`src/rtl/audio_pkg.sv`:
```
// Shared audio-path constants and types used by the PSG/PCM/mixer/I2S stages.
package audio_pkg;

    localparam int unsigned AUDIO_DATA_WIDTH = 24;
    localparam int unsigned I2S_SLOT_BITS    = 32;
    localparam int unsigned I2S_CLKS_PER_BCK = 8;
    localparam int unsigned I2S_FRAME_CLKS   = 2 * I2S_SLOT_BITS * I2S_CLKS_PER_BCK;

    typedef enum logic {
        SLOT_LEFT  = 1'b0,
        SLOT_RIGHT = 1'b1
    } i2s_slot_e;

endpackage

```
`src/rtl/i2s_timing.sv`:
```
// I2S frame timebase: free-running frame counter, registered bit clock and
// look-ahead strobes for the serializer datapath.
module i2s_timing
    import audio_pkg::*;
#(
    parameter int unsigned CLKS_PER_BCK = I2S_CLKS_PER_BCK,
    parameter int unsigned SLOT_BITS    = I2S_SLOT_BITS
) (
    input  logic                         clk,
    input  logic                         rst,
    output logic                         bck,
    output logic                         bck_fall,
    output logic                         latch,
    output logic [$clog2(SLOT_BITS):0]   bit_nxt
);

    localparam int unsigned PHASE_W = $clog2(CLKS_PER_BCK);
    localparam int unsigned BIT_W   = $clog2(SLOT_BITS) + 1;
    localparam int unsigned CNT_W   = PHASE_W + BIT_W;

    logic [CNT_W-1:0] cnt;
    logic [CNT_W-1:0] cnt_nxt;

    // Decode is taken from the next count so the registered outputs line up
    // with the count value they describe.
    always_comb begin
        cnt_nxt  = cnt + CNT_W'(1);
        bck_fall = (cnt_nxt[PHASE_W-1:0] == '0);
        latch    = (cnt == '1);
        bit_nxt  = cnt_nxt[CNT_W-1:PHASE_W];
    end

    always_ff @(posedge clk or negedge rst) begin
        if (!rst) begin
            cnt <= '0;
            bck <= 1'b0;
        end else begin
            cnt <= cnt_nxt;
            bck <= cnt_nxt[PHASE_W-1];
        end
    end

endmodule

```
`src/rtl/i2s_serializer.sv`:
```
// Final audio output stage: latches one left/right sample pair per frame and
// serialises it onto a standard (one-bit-delayed) I2S bus.
module i2s_serializer
    import audio_pkg::*;
#(
    parameter int unsigned CLKS_PER_BCK = I2S_CLKS_PER_BCK,
    parameter int unsigned DATA_WIDTH   = AUDIO_DATA_WIDTH,
    parameter int unsigned SLOT_BITS    = I2S_SLOT_BITS
) (
    input  logic                  clk,
    input  logic                  rst,
    input  logic [DATA_WIDTH-1:0] left_data,
    input  logic [DATA_WIDTH-1:0] right_data,
    output logic                  next_sample,
    output logic                  i2s_lrck,
    output logic                  i2s_bck,
    output logic                  i2s_data
);

    localparam int unsigned SLOT_W = $clog2(SLOT_BITS);

    logic              bck_fall;
    logic              latch;
    logic [SLOT_W:0]   bit_nxt;
    i2s_slot_e         slot_nxt;
    logic [SLOT_W-1:0] slot_bit_nxt;
    logic              data_bit_nxt;

    logic [DATA_WIDTH-1:0] left_sr;
    logic [DATA_WIDTH-1:0] right_sr;

    i2s_timing #(
        .CLKS_PER_BCK (CLKS_PER_BCK),
        .SLOT_BITS    (SLOT_BITS)
    ) u_timing (
        .clk      (clk),
        .rst      (rst),
        .bck      (i2s_bck),
        .bck_fall (bck_fall),
        .latch    (latch),
        .bit_nxt  (bit_nxt)
    );

    // Slot bit 0 is the mandatory one-bck delay; bits past the word are padding.
    always_comb begin
        slot_nxt     = i2s_slot_e'(bit_nxt[SLOT_W]);
        slot_bit_nxt = bit_nxt[SLOT_W-1:0];
        data_bit_nxt = (slot_bit_nxt != '0) && (slot_bit_nxt <= SLOT_W'(DATA_WIDTH));
    end

    always_ff @(posedge clk or negedge rst) begin
        if (!rst) begin
            next_sample <= 1'b0;
            i2s_lrck    <= 1'b0;
            i2s_data    <= 1'b0;
            left_sr     <= '0;
            right_sr    <= '0;
        end else begin
            next_sample <= latch;
            if (bck_fall) begin
                i2s_lrck <= (slot_nxt == SLOT_RIGHT);
                if (!data_bit_nxt) begin
                    i2s_data <= 1'b0;
                end else if (slot_nxt == SLOT_LEFT) begin
                    i2s_data <= left_sr[DATA_WIDTH-1];
                    left_sr  <= {left_sr[DATA_WIDTH-2:0], 1'b0};
                end else begin
                    i2s_data <= right_sr[DATA_WIDTH-1];
                    right_sr <= {right_sr[DATA_WIDTH-2:0], 1'b0};
                end
            end
            // Latch coincides with the slot-0 bck fall, where no shift occurs.
            if (latch) begin
                left_sr  <= left_data;
                right_sr <= right_data;
            end
        end
    end

endmodule
```
`config.mk`:
```
export PLATFORM = sky130hd
export DESIGN_NAME = i2s_serializer
export DESIGN_NICKNAME = d
export VERILOG_FILES = /design/src/rtl/audio_pkg.sv /design/src/rtl/i2s_timing.sv /design/src/rtl/i2s_serializer.sv
export SDC_FILE = /design/constraint.sdc
export NUM_CORES = 1
export LEC_CHECK = 0
export ABC_AREA = 1
export ABC_CLOCK_PERIOD_IN_PS = 3250
export BUFFER_PORTS_ARGS = -buffer_cell sky130_fd_sc_hd__buf_4
export CAP_MARGIN = 20
export CORE_AREA = 3 3 72 102
export DETAILED_ROUTE_END_ITERATION = 12
export DIE_AREA = 0 0 75 105
export PLACE_DENSITY = 0.74
export SLEW_MARGIN = 20
export SYNTH_ARGS = -nofsm -noshare
export SYNTH_HDL_FRONTEND = slang
export SYNTH_SLANG_ARGS = --single-unit
```
`constraint.sdc`:
```
create_clock -name clk -period 3.25 [get_ports clk]
set_clock_uncertainty 0.1 [all_clocks]
set_input_delay 0.975 -clock clk [delete_from_list [all_inputs] [get_ports clk]]
set_output_delay 0.975 -clock clk [all_outputs]
set_load 0.03 [all_outputs]
```
Word level (Yosys, flattened, before mapping) --
Cells that the tools add are included.
Cells by class: $add $sub $neg 1, order comparisons 1, reductions and logical operators 8, eq/ne operators 2, muxes and demuxes 10
Operator list (number):
- 24-bit two-way mux | 8
- 9-bit by 1-bit adder with 9-bit output (second input constant) | 1
- 9-bit equality test (second input constant) | 1
- 3-bit AND reduction | 2
- 2-bit nonzero test | 3
- 5-bit less-or-equal comparator (second input constant) | 1
- 5-bit nonzero test | 1
- 3-bit logical NOT | 1
- 1-bit two-way mux | 2
- 2-bit != test (second input constant) | 1
- 1-bit logical AND | 1
Word-level totals: logic and storage cells 29, bits in registers 61, output and inout bits 4, input port bits 50

Depth between registers and ports, before layout --
depth after elaboration 6, mapped depth 14, gate-level depth less buffers 13

By module --
Synthesis repeated with hierarchy kept, for this count alone.
Second synthesis, totals: cells, all modules 394, area total of the unflattened synthesis 3184.3 µm²
By module, submodules not included:
- i2s_serializer | instances 1, area an instance 2747.6 µm², cells each 348, sequential area each 1276.2 µm²
- i2s_timing | instances 1, area an instance 436.7 µm², cells each 46, sequential area each 225.2 µm²

Least setup slack after synthesis --
No wires, ideal clock.
path kind register -> register, start register u_timing.cnt[0], end register left_sr[1], setup time 65 ps, path buffers 2, cell stages (with the launch flop) 14, clock period less this slack 2277 ps, setup slack 973 ps, data arrival time 2112 ps, data required time 3085 ps, cells stage by stage dfrtp_1 > ha_1 > nand2_1 > clkinv_1 > nand3_1 > nor2_1 > ha_1 > inv_1 > clkbuf_1 > clkbuf_1 > nand2_1 > nand2_1 > nand3_2 > nand2_1
Between the ends: elaborated cells on any way between the ends 11, those cells by class 1 x add/sub; 1 x order compare; 2 x eq/ne; 1 x mux; 6 x reduce/logical
RTL lines:
- start, declared | line i2s_timing.sv:21 | logic [CNT_W-1:0] cnt;
- start signal, assigned | line i2s_timing.sv:38 | cnt <= cnt_nxt;
- 9-bit equality test * | line i2s_timing.sv:29 | latch = (cnt == '1);
- named net latch | line i2s_serializer.sv:23 | logic latch;
- 2-bit != test (no line) or 2-bit nonzero test (tied branches)
- 3-bit AND reduction (no line)
- end signal, assigned | line i2s_serializer.sv:66 | left_sr <= {left_sr[DATA_WIDTH-2:0], 1'b0};
- end signal, assigned | line i2s_serializer.sv:74 | left_sr <= left_data;
- end, declared | line i2s_serializer.sv:29 | logic [DATA_WIDTH-1:0] left_sr;
Mark *: on every way through the listed nets, which the timed path passes. The rest lies on a longest branch. A chain may end at the register's enable or synchronous reset.

Final worst setup path --
start register u_timing.cnt[1], end register left_sr[23]
The elaborated chain is that of the path after synthesis.

==> summary.txt <==
Logic synthesis
  • Cell with the most instances after synthesis: nand2_1
  • Register area share after synthesis: 43.8%
  • Mapped Cells: 436
  • Yosys top cell area share: 43.8%
  • Mapped Area: 3430 um2
  • Post-Synth Adder-Cell Area: 1.46%
  • Yosys top cell by area: dfrtp_1
  • Most used DFF post-synth: dfrtp_1
  • Synth Area in Simple Gates: 46.8%
  • Synth Area in Compound Gates: 0.511%
  • Post-synth EDFFs: 0
  • Synth Area in XOR/XNOR: 0%
  • Async S/R FF share, synth: 100%
  • Mux contribution to synthesized area: 0%
  • YS warnings: 0
  • Commonest cells post-synth: nand2_1 (254), dfrtp_1 (60), nand3_2 (43), inv_1 (15), nand3_1 (13)
  • Top cells by area, synth: dfrtp_1 (44%), nand2_1 (28%), nand3_2 (13%), buf_12 (2.9%), nand3_1 (1.9%)
  • Syn avg cell area: 7.87 um2
  • Synthesized flop and latch total: 60
  • Syn_nets: 490
  • Largest family of logic cells by synthesized area: simple AND/OR/NAND/NOR gates
  • Post-synthesis cell type count: 24

STA
  • Min Tclk post-route: 2.49 ns
  • RSZ-0062 raised after global routing: false
  • Fin. Hold Viols: 0
  • Final TNS setup: 0 ns
  • Setup Viol. Count Final: 0
  • Pin slew with the least headroom to its limit: 0.757 ns
  • FMAX: 0.401 GHz
  • Final Slew Violations: 0
  • Period Utilization, post-route: 76.7%
  • Max-slew headroom: 49.5%

Place
  • DP Wirelength: 4570 um
  • GP Congestion: 0.790
  • I/O Buffers: 53
  • Post-DP Area: 3780 um2

Clock tree
  • Clock tree buffer depth: 2
  • Post-CTS sizing: 0
  • CTS H-tree lvls: 3
  • Root Driver: clkbuf_8
  • CTS tree: built
  • Later-pin clock latency in the skew report: 0.33 ns
  • Hold buffer count at cts: 0
  • Post-CTS Repair Setup Buffers: 0
  • CTS Buf Count: 9
  • Num Clock Sinks: 60
  • Clock transition at the registers of the reported paths: 0.07 ns

Global routing
  • Total GRT Usage: 18.9%
  • Vias in the first global route: 2722
  • GRT overflow: 0
  • First-pass GRT wire length: 11800 um
  • Initial antenna violation count: 0
  • Largest net degree at the start of global routing: 61

Final layout
  • Ant diodes: 0
  • Design area: 3940 um2
  • Area Growth Syn to Fin: 14.9%
  • Layout cell share with drive strength beyond 1: 27.1%
  • Final nets: 538

Detailed routing
  • Initial drt markers: 145
  • 1st-pass router iterations: 4
  • DRC violations left: 0
  • Final wirelength: 6770 um
  • Routed vias: 2804
  • Post-DR wirelength/cell: 12.1 um
  • DRT antenna net count: 0
  • Vias per cell: 5.00

Hold path
  • Hold crit path type: flop to flop

Setup path
  • WP data arrival: 2.66 ns
  • Crit path required time: 3.42 ns
  • CP endpoint kind: flop
  • CP Max Fanout: 15
  • Setup crit start kind: flop
  • Kind of critical path: flop to flop

Die
  • Cell row count: 35
  • Die Y: 105 um
  • Core area: 6530 um2
  • Top-level I/O count: 54
  • DIE AREA: 7880 um2
  • Die span in x: 75 um
  • Initial Utilization: 52.6%

Status
  • Status: completed

Power and ir drop
  • P per Cell Area: 347 nW/um2
  • Final Power: 1.37 mW
  • Leakage: 1.98 nW
  • Max rail drop VDD: 320 uV

Flow run
  • Max_cap viols: 0
state kept, by name (all words and copies together), names as in the netlist:
name,flops
left_sr,24
right_sr,24
u_timing.cnt,9
i2s_data,1
i2s_lrck,1
next_sample,1
worst max-delay path: stages (launching register included):
cell      delay [ns]
dfrtp_1         0.41
ha_1            0.25
nand2_1         0.08
clkinv_1        0.06
nand3_1         0.10
nor2_1          0.15
ha_2            0.20
inv_1           0.09
nand2_1         0.09
inv_2           0.06
nor2_4          0.30
buf_4           0.34
nand3_2         0.10
nand2_1         0.09
logic make-up (layout without fill, tap and decap cells):
| family | after synthesis | in the layout |
|---|---|---|
| buf+inv | 40 | 91 |
| compound gates | 3 | 3 |
| simple gates | 329 | 329 |
| flops | 60 | 60 |
| fa+ha+maj | 4 | 4 |
layout make-up:
type / count / area, um2
fillers: 618 / 2580
well taps: 74 / 92.6
clock buffers: 11 / 141
repair buffers: 60 / 450
flip-flops and latches: 60 / 1500
clock inverters: 3 / 15.0
multi-input cells: 336 / 1680
inverters: 17 / 63.8
through the flow:
step	hold slack, ns	worst slack [ns]	cells	utilization [%]
final	0.370	0.759	561	60.4
after global routing	0.396	0.493	561	60.4
after CTS	0.375	0.730	561	60.4
after global placement	0.354	0.835	547	58.0
after floorplan	0.342	0.973	436	-
after detailed placement	0.358	0.764	547	58.0
path summary, 6_finish.rpt:
| path | start | endpoint | slack [ns] | depth (start not counted) |
|---|---|---|---|---|
| worst max-delay path | u_timing.cnt[1] | left_sr[23] | 0.76 | 13 |
| worst min-delay path | left_sr[18] | left_sr[18] | 0.37 | 2 |
| worst max register to register | u_timing.cnt[1] | left_sr[23] | 0.76 | 13 |
| worst min register to register | left_sr[18] | left_sr[18] | 0.37 | 2 |
| max in group asynchronous | rst | right_sr[18] | 1.94 | 1 |
| min in group asynchronous | rst | left_sr[10] | 0.60 | 1 |
cell usage in the layout (no fill, tap or decap):
cell type	netlist	layout
a21oi_1	1	1
buf_4	5	60
clkbuf_1	7	1
clkbuf_8	0	10
clkinv_1	1	1
clkinv_2	0	3
dfrtp_1	60	60
ha_1	4	3
ha_2	0	1
inv_1	15	15
inv_2	1	1
nand2_1	254	254
nand2_2	5	5
nand2_4	3	3
nand3_1	13	13
nand3_2	43	43
nand3_4	1	1
nand4_1	3	3
nor2_1	1	1
nor2_2	2	2
nor2_4	3	3
o21ai_0	1	1
o21bai_1	1	1
or2_1	1	1
report_power, final:
part	switching [mW]	internal (mW)	leakage [nW]
Sequential	0	0.747	0.599
Combinational	0.0223	0.0364	1.30
Clock	0.279	0.285	0.0848
routing by layer:
layer | routed length (um) | share of wire, % | GRT usage (%)
met2 | 3400 | 50 | 30.9
met5 | 0 | 0 | 0
met3 | 278 | 4.1 | 5.20
met4 | 72 | 1.1 | 5.09
met1 | 3020 | 45 | 24.2
Note: power is estimated with default switching activity, not from simulation.
